File: src/rtl/ysyx_23060072_regfile_mp_if.sv
// ysyx_23060072_regfile_mp_if: read, writeback, issue and clear signals of the multi-port register file
interface ysyx_23060072_regfile_mp_if #(
  parameter int XLEN   = 32,
  parameter int AW     = 4,
  parameter int NUM_RD = 2,
  parameter int NUM_WR = 1
);
  logic [NUM_RD*AW-1:0]   rd_addr_i;
  logic [NUM_RD*XLEN-1:0] rd_data_o;
  logic [NUM_RD-1:0]      rd_busy_o;
  logic [NUM_WR-1:0]      wr_en_i;
  logic [NUM_WR*AW-1:0]   wr_addr_i;
  logic [NUM_WR*XLEN-1:0] wr_data_i;
  logic                   iss_valid_i;
  logic [AW-1:0]          iss_rd_i;
  logic                   iss_ready_o;
  logic                   clr_req_i;
  logic                   clr_busy_o;
  modport master (
    output rd_addr_i, wr_en_i, wr_addr_i, wr_data_i, iss_valid_i, iss_rd_i, clr_req_i,
    input  rd_data_o, rd_busy_o, iss_ready_o, clr_busy_o
  );
  modport slave (
    input  rd_addr_i, wr_en_i, wr_addr_i, wr_data_i, iss_valid_i, iss_rd_i, clr_req_i,
    output rd_data_o, rd_busy_o, iss_ready_o, clr_busy_o
  );
endinterface

File: src/rtl/ysyx_23060072_regfile_mp.sv
// ysyx_23060072_regfile_mp: multi-port register file with busy scoreboard and sequential clear engine
// Define YSYX_23060072_RF_BYPASS_EN to forward same-cycle writeback data to the read ports.
module ysyx_23060072_regfile_mp #(
  parameter int XLEN   = 32,
  parameter int DEPTH  = 16,
  parameter int NUM_RD = 2,
  parameter int NUM_WR = 1
) (
  input logic clk,
  input logic rst_n,
  ysyx_23060072_regfile_mp_if.slave bus
);
  localparam int AW = $clog2(DEPTH);
`ifdef YSYX_23060072_RF_BYPASS_EN
  localparam bit BYP = 1'b1;
`else
  localparam bit BYP = 1'b0;
`endif
  typedef enum logic {IDLE, CLEAR} state_t;
  state_t state, state_nx;
  logic [XLEN-1:0] regs [DEPTH];
  logic [XLEN-1:0] wr_val [DEPTH];
  logic [DEPTH-1:0] busy, wr_hit, set_mask;
  logic [AW-1:0] cnt;
  logic idle, fire;
  assign idle = state == IDLE;
  // later ports overwrite earlier ones, so the highest index wins on a collision
  always_comb begin
    wr_hit = '0;
    for (int r = 0; r < DEPTH; r++) wr_val[r] = '0;
    for (int p = 0; p < NUM_WR; p++)
      if (bus.wr_en_i[p]) begin
        wr_hit[bus.wr_addr_i[p*AW +: AW]] = 1'b1;
        wr_val[bus.wr_addr_i[p*AW +: AW]] = bus.wr_data_i[p*XLEN +: XLEN];
      end
  end
  assign bus.iss_ready_o = idle && (bus.iss_rd_i == '0 || !busy[bus.iss_rd_i] || wr_hit[bus.iss_rd_i]);
  assign bus.clr_busy_o = !idle;
  assign fire = bus.iss_valid_i && bus.iss_ready_o;
  assign set_mask = (fire && bus.iss_rd_i != '0) ? DEPTH'(1) << bus.iss_rd_i : '0;
  always_comb state_nx = idle ? (bus.clr_req_i ? CLEAR : IDLE) : (cnt == AW'(DEPTH - 1) ? IDLE : CLEAR);
  always_ff @(posedge clk or negedge rst_n)
    if (!rst_n) begin
      state <= IDLE;
      cnt <= '0;
      busy <= '0;
      for (int r = 0; r < DEPTH; r++) regs[r] <= '0;
    end else begin
      state <= state_nx;
      if (idle) begin
        for (int r = 1; r < DEPTH; r++) if (wr_hit[r]) regs[r] <= wr_val[r];
        busy <= bus.clr_req_i ? '0 : (busy & ~wr_hit) | set_mask;
        cnt <= bus.clr_req_i ? AW'(1) : '0;
      end else begin
        regs[cnt] <= '0;
        cnt <= cnt + AW'(1);
      end
    end
  for (genvar k = 0; k < NUM_RD; k++) begin : g_rd
    logic [AW-1:0] a;
    logic hit;
    assign a = bus.rd_addr_i[k*AW +: AW];
    assign hit = BYP && idle && a != '0 && wr_hit[a];
    assign bus.rd_data_o[k*XLEN +: XLEN] = (a == '0) ? '0 : hit ? wr_val[a] : regs[a];
    assign bus.rd_busy_o[k] = busy[a] && !hit;
  end
endmodule
File: src/flat_wrapper.sv
// flat-port wrapper written by rule: the top's interface ports become plain ports
module ysyx_23060072_regfile_mp_flat 
#(
  parameter int XLEN   = 32,
  parameter int DEPTH  = 16,
  parameter int NUM_RD = 2,
  parameter int NUM_WR = 1
)
  (clk, rst_n, bus_rd_addr_i, bus_wr_en_i, bus_wr_addr_i, bus_wr_data_i, bus_iss_valid_i, bus_iss_rd_i, bus_clr_req_i, bus_rd_data_o, bus_rd_busy_o, bus_iss_ready_o, bus_clr_busy_o);
  ysyx_23060072_regfile_mp_if #(.XLEN(XLEN), .NUM_RD(NUM_RD), .NUM_WR(NUM_WR)) bus_i ();
  input logic clk;
  input logic rst_n;
  input wire logic [$bits(bus_i.rd_addr_i)-1:0] bus_rd_addr_i;
  input wire logic [$bits(bus_i.wr_en_i)-1:0] bus_wr_en_i;
  input wire logic [$bits(bus_i.wr_addr_i)-1:0] bus_wr_addr_i;
  input wire logic [$bits(bus_i.wr_data_i)-1:0] bus_wr_data_i;
  input wire logic [$bits(bus_i.iss_valid_i)-1:0] bus_iss_valid_i;
  input wire logic [$bits(bus_i.iss_rd_i)-1:0] bus_iss_rd_i;
  input wire logic [$bits(bus_i.clr_req_i)-1:0] bus_clr_req_i;
  output wire logic [$bits(bus_i.rd_data_o)-1:0] bus_rd_data_o;
  output wire logic [$bits(bus_i.rd_busy_o)-1:0] bus_rd_busy_o;
  output wire logic [$bits(bus_i.iss_ready_o)-1:0] bus_iss_ready_o;
  output wire logic [$bits(bus_i.clr_busy_o)-1:0] bus_clr_busy_o;
  assign bus_i.rd_addr_i = bus_rd_addr_i;
  assign bus_i.wr_en_i = bus_wr_en_i;
  assign bus_i.wr_addr_i = bus_wr_addr_i;
  assign bus_i.wr_data_i = bus_wr_data_i;
  assign bus_i.iss_valid_i = bus_iss_valid_i;
  assign bus_i.iss_rd_i = bus_iss_rd_i;
  assign bus_i.clr_req_i = bus_clr_req_i;
  assign bus_rd_data_o = bus_i.rd_data_o;
  assign bus_rd_busy_o = bus_i.rd_busy_o;
  assign bus_iss_ready_o = bus_i.iss_ready_o;
  assign bus_clr_busy_o = bus_i.clr_busy_o;
  ysyx_23060072_regfile_mp #(.XLEN(XLEN), .DEPTH(DEPTH), .NUM_RD(NUM_RD), .NUM_WR(NUM_WR)) u_core (.clk(clk), .rst_n(rst_n), .bus(bus_i));
endmodule
File: config.mk
export PLATFORM = sky130hd
export DESIGN_NAME = ysyx_23060072_regfile_mp_flat
export DESIGN_NICKNAME = d
export VERILOG_FILES = /design/src/rtl/ysyx_23060072_regfile_mp_if.sv /design/src/rtl/ysyx_23060072_regfile_mp.sv /design/src/flat_wrapper.sv
export SDC_FILE = /design/constraint.sdc
export NUM_CORES = 1
export LEC_CHECK = 0
export ABC_AREA = 1
export BUFFER_PORTS_ARGS = -buffer_cell sky130_fd_sc_hd__buf_2
export CAP_MARGIN = 20
export CELL_PAD_IN_SITES_DETAIL_PLACEMENT = 2
export CELL_PAD_IN_SITES_GLOBAL_PLACEMENT = 2
export CORE_UTILIZATION = 33
export CTS_CLUSTER_DIAMETER = 80
export DETAILED_ROUTE_END_ITERATION = 6
export PLACE_DENSITY = 0.81
export SKIP_CTS_REPAIR_TIMING = 1
export SLEW_MARGIN = 20
export SYNTH_ARGS = -nofsm -noshare
export SYNTH_HDL_FRONTEND = slang
export SYNTH_SLANG_ARGS = --single-unit
File: constraint.sdc
create_clock -name clk -period 2 [get_ports clk]
set_input_delay 0.4 -clock clk [delete_from_list [all_inputs] [get_ports clk]]
set_output_delay 0.4 -clock clk [all_outputs]
set_load 0.005 [all_outputs]
# == Word level (Yosys, flattened, before mapping) ==
# Cells that the tools add are included.
# word_totals
reg_bits,533
out_inout_bits,68
# classes
add_sub_neg,1
n_lt_le_gt_ge,11
eq_ne,1
shift,1
mux,47
bitwise,11
n_reduce_logical,28
# op_table
operator,count
480-bit two-way mux,2
32-bit two-way mux,23
512-bit bitwise AND,1
512-bit inverter,1
480-bit bitwise AND,1
32-bit binary-select mux with 4-bit select,2
32-bit demux with 4-bit select,2
16-bit two-way mux,3
2-bit nonzero test,15
5-bit greater-or-equal comparator (second input constant),4
4-bit by 5-bit less-than comparator with 1-bit output (second input constant),4
4-bit inverter with 5-bit output,4
16-bit bitwise AND,1
1-bit binary-select mux with 4-bit select,4
16-bit inverter,1
16-bit bitwise OR,1
1-bit by 4-bit left shift with 16-bit output (first input constant),1
4-bit logical NOT,3
5-bit by 1-bit less-than comparator with 1-bit output (second input constant),2
1-bit two-way mux,9
1-bit logical AND,6
4-bit by 1-bit adder with 4-bit output (second input constant),1
1-bit demux with 4-bit select,1
4-bit equality test (second input constant),1
6 further kinds,7

# == Depth between registers and ports, before layout ==
# depth
ltp_word,14
ltp_mapped,15
depth_no_buf,13

# == Worst setup path after synthesis ==
# OpenSTA, ideal clock, no wires.
# synth_path
path_type,input to output
from,in bus_iss_rd_i[0]
to,out bus_iss_ready_o
t_arrival_ns,1.636
path_slack_ns,-0.036
cell_stages,11
n_path_buf,2
cell_sequence,buf_2 -> nor2_1 -> nand2_1 -> o21ai_0 -> nor2_1 -> nor2_1 -> nand2_1 -> nand2_1 -> nand3_2 -> buf_2 -> and2_1
# synth_between
elab_chain_len,6
word_cells_on_any_way,9
cone_classes,4 x mux; 5 x reduce/logical
# synth_lines
item,line,text
from (decl),flat_wrapper.sv:18,input wire logic [$bits(bus_i.iss_rd_i)-1:0] bus_iss_rd_i;
1-bit binary-select mux with 4-bit select,ysyx_23060072_regfile_mp.sv:37,assign bus.iss_ready_o = idle && (bus.iss_rd_i == '0 || !busy[bus.iss_rd_i] || wr_hit[bus.iss_rd_i]);
1-bit two-way mux (not written as such),ysyx_23060072_regfile_mp.sv:37,
1-bit logical NOT,ysyx_23060072_regfile_mp.sv:37,
1-bit logical OR,ysyx_23060072_regfile_mp.sv:37,
1-bit logical OR (*),ysyx_23060072_regfile_mp.sv:37,
1-bit logical AND (*),ysyx_23060072_regfile_mp.sv:37,
to (decl),flat_wrapper.sv:22,output wire logic [$bits(bus_i.iss_ready_o)-1:0] bus_iss_ready_o;
# Every way passes the cells marked *; elsewhere a longest branch is shown, timed or not. The select of a mux whose other input is x is not followed.

# == Worst setup path after layout ==
# layout_path
from,reg u_core.regs[46] in the netlist's numbering
to,out bus_rd_data_o[14]
# layout_between
elab_chain_len,4
# layout_lines
item,line,text
from (decl),ysyx_23060072_regfile_mp.sv:21,logic [XLEN-1:0] regs [DEPTH];
"from (signal, indexed assignment)",ysyx_23060072_regfile_mp.sv:55,regs[cnt] <= '0;
32-bit binary-select mux with 4-bit select,ysyx_23060072_regfile_mp.sv:64,assign bus.rd_data_o[k*XLEN +: XLEN] = (a == '0) ? '0 : hit ? wr_val[a] : regs[a];
32-bit two-way mux (not written as such) (2 in series),ysyx_23060072_regfile_mp.sv:64,
32-bit two-way mux,ysyx_23060072_regfile_mp.sv:64,
to (decl),flat_wrapper.sv:20,output wire logic [$bits(bus_i.rd_data_o)-1:0] bus_rd_data_o;
# Every way passes these cells. The select of a mux whose other input is x is not followed.

==> out/results.ini <==
[outcome]
status=finished, violations left
violations=negative setup slack

[grt]
grt_util_all_layers_pct=35.8
antenna_found_initial=6
grt_pass1_vias=36186
overflow=0
grt_max_degree=89
grt_pass1_wl_um=242000

[logic_synthesis]
avgSynthCellArea_um2=7.53
ys_ff_latch=533
syn_inst=3865
synth_fp_nets=3922
synth_cell_types=31
ys_seq_area_share_pct=45.8
syn-cell-area_um2=29100
yosysWarningCount=0

[drt]
post_drt_wl_per_cell_um=37.0
vias_per_cell=6.85
first_pass_iters=6
first_iter_violations=4159
drc=0
ant_nets=0
via_count=35855
wl_um=194000

[timing]
fin_crit_ns=2.72
final.period_utilization_pct=136
max_freq_ghz=0.367
slew_viol_final=0
slew_headroom_pct=42.2
hold_violations=0
tightestPinTransition_ns=0.867
setup_violations=92
skew_ns=0.0411
rsz0062_at_grt=true
finalWorstSetupSlack_ns=-0.723
hold_ws_ns=0.0724

[critical_path]
critPathBufInv=3
critical_path_cell_count=8
startpoint_type=flop
critPathSlowestCell=dfrtp_1
critPathArrivalTime_ns=2.32
slowest_delay_ns=0.52
reg2reg_depth=6
crit_family=flip-flops
critPathKind=flop to output port
crit_chain=inv_2, a21oi_2, o21ai_0, nand3_1, nand3_2, a31oi_1, buf_4, buf_6
worstPathRequired_ns=1.60
cp_max_fo=3
cp-end-kind=output port

[clock_network]
htree_levels=3
clk_path_buf_depth=3
clk_latency_ns=0.68
cts_sinks=533
tritoncts=yes
clk_pin_slew_ns=0.07
cts_buffers=67
root_buffer=clkbuf_16

[power]
worst_ir_drop_vdd_mv=0.645
power.density_nw_per_um2=1150
total_power_w=0.0442
p_leak_nw=16.3

[die]
die_w_um=299
io_pins=121
num_rows=108
core_region_area_um2=87000
initial_core_util_pct=33.4
dieArea_um2=89400
fp.dieH_um=299

[placed_design]
io_buffer_count=120
dp_hpwl_um=99100
gp_congestion=0.850
dpl_cell_area_um2=33600

[finish]
fin_nets=4081
synthToLayoutAreaGrowth_pct=32.4
layout_common_cells=dfrtp_1 (527), o22ai_1 (478), inv_1 (461)
final_common_cell=dfrtp_1
fin_area_um2=38500
layout-drive-gt1-share_pct=27.7
nFillCells=9362

[job]
drv_cap=0

[hold_path]
hp-class=primary input to flop
min_path_cells=3

[flip-flops by register name, indices dropped and copies added, names as in the netlist]
name                   count
u_core.busy               16
u_core.regs              512
u_core.bus.clr_busy_o      1
u_core.cnt                 4
[stage by stage]
step           instances  utilization, %   TNS [ns]  setup slack (ns)
2_1_floorplan       3865               -  -0.000291         -0.000291
5_1_grt             5233            44.3     -32.09            -0.767
3_3_place_gp        5073            38.7     -12.75            -0.315
3_5_place_dp        5073            38.7     -21.24            -0.345
6_report            5235            44.3     -30.17            -0.723
4_1_cts             5196            41.3     -26.96            -0.748
[cell families after synthesis]
family	synth area share [%]
flops	45.8
xor+xnor	0.0301
compound gates	30.3
fa+ha+maj	0.172
buf+inv	12.4
simple gates	11.3
[synth_stat cells (all sizes together)]
master	count	share of area, %
buf	98	1.5
o22ai	480	10
a21boi	1	0.026
clkbuf	256	3.3
xor2	1	0.030
o211ai	4	0.10
clkinv	7	0.090
and2	1	0.022
nor3	18	0.31
ha	4	0.17
o32ai	2	0.060
nand4	16	0.34
nand3	227	3.9
o21ai	544	9.4
dfrtp	533	46
a21oi	525	9.1
nor4	2	0.043
nand2	425	5.5
inv	580	7.5
nor2	76	1.1
a31oi	65	1.4
[worst min-delay path: stages]
cell	delay [ns]
buf_2	0.10
inv_1	0.08
o22ai_1	0.09
[power breakdown]
| part | leakage, nW | switching [W] | internal, W |
|---|---|---|---|
| Combinational | 7.83 | 0.0107 | 0.00474 |
| Clock | 1.13 | 0.00605 | 0.00762 |
| Sequential | 7.34 | 0.00211 | 0.0130 |
| Total | 16.3 | 0.0189 | 0.0254 |
[metal layers]
metal / global-route usage [%] / vias up / wire (um)
met3: 7.51 / 1151 / 20600
met1: 44.3 / 18264 / 69600
met4: 20.8 / 10 / 17200
li1: - / 13622 / -
met5: 0 / - / 58
met2: 57.5 / 2808 / 86500
[final cells by class]
cell class | instances | area [um2] | area share [%]
diodes | 2 | 5.00 | 0.0130
clock buffers | 101 | 2040 | 5.29
clock inverters | 22 | 259 | 0.672
inverters | 587 | 2240 | 5.80
multi-input cells | 2391 | 14500 | 37.7
flip-flops and latches | 533 | 13300 | 34.6
well taps | 1155 | 1450 | 3.75
repair buffers | 444 | 4670 | 12.1
[final timing paths]
| path | start | to | slack (ns) |
|---|---|---|---|
| max in group asynchronous | rst_n | u_core.regs[464] | 0.88 |
| min in group asynchronous | rst_n | u_core.busy[1] | 0.17 |
| min | bus_wr_data_i[26] | u_core.regs[474] | 0.07 |
| min reg2reg | u_core.busy[5] | u_core.busy[5] | 0.51 |
| max reg2reg | u_core.cnt[0] | u_core.regs[190] | -0.26 |
| max | u_core.regs[46] | bus_rd_data_o[14] | -0.72 |
Note: power is estimated with default switching activity, not from simulation.
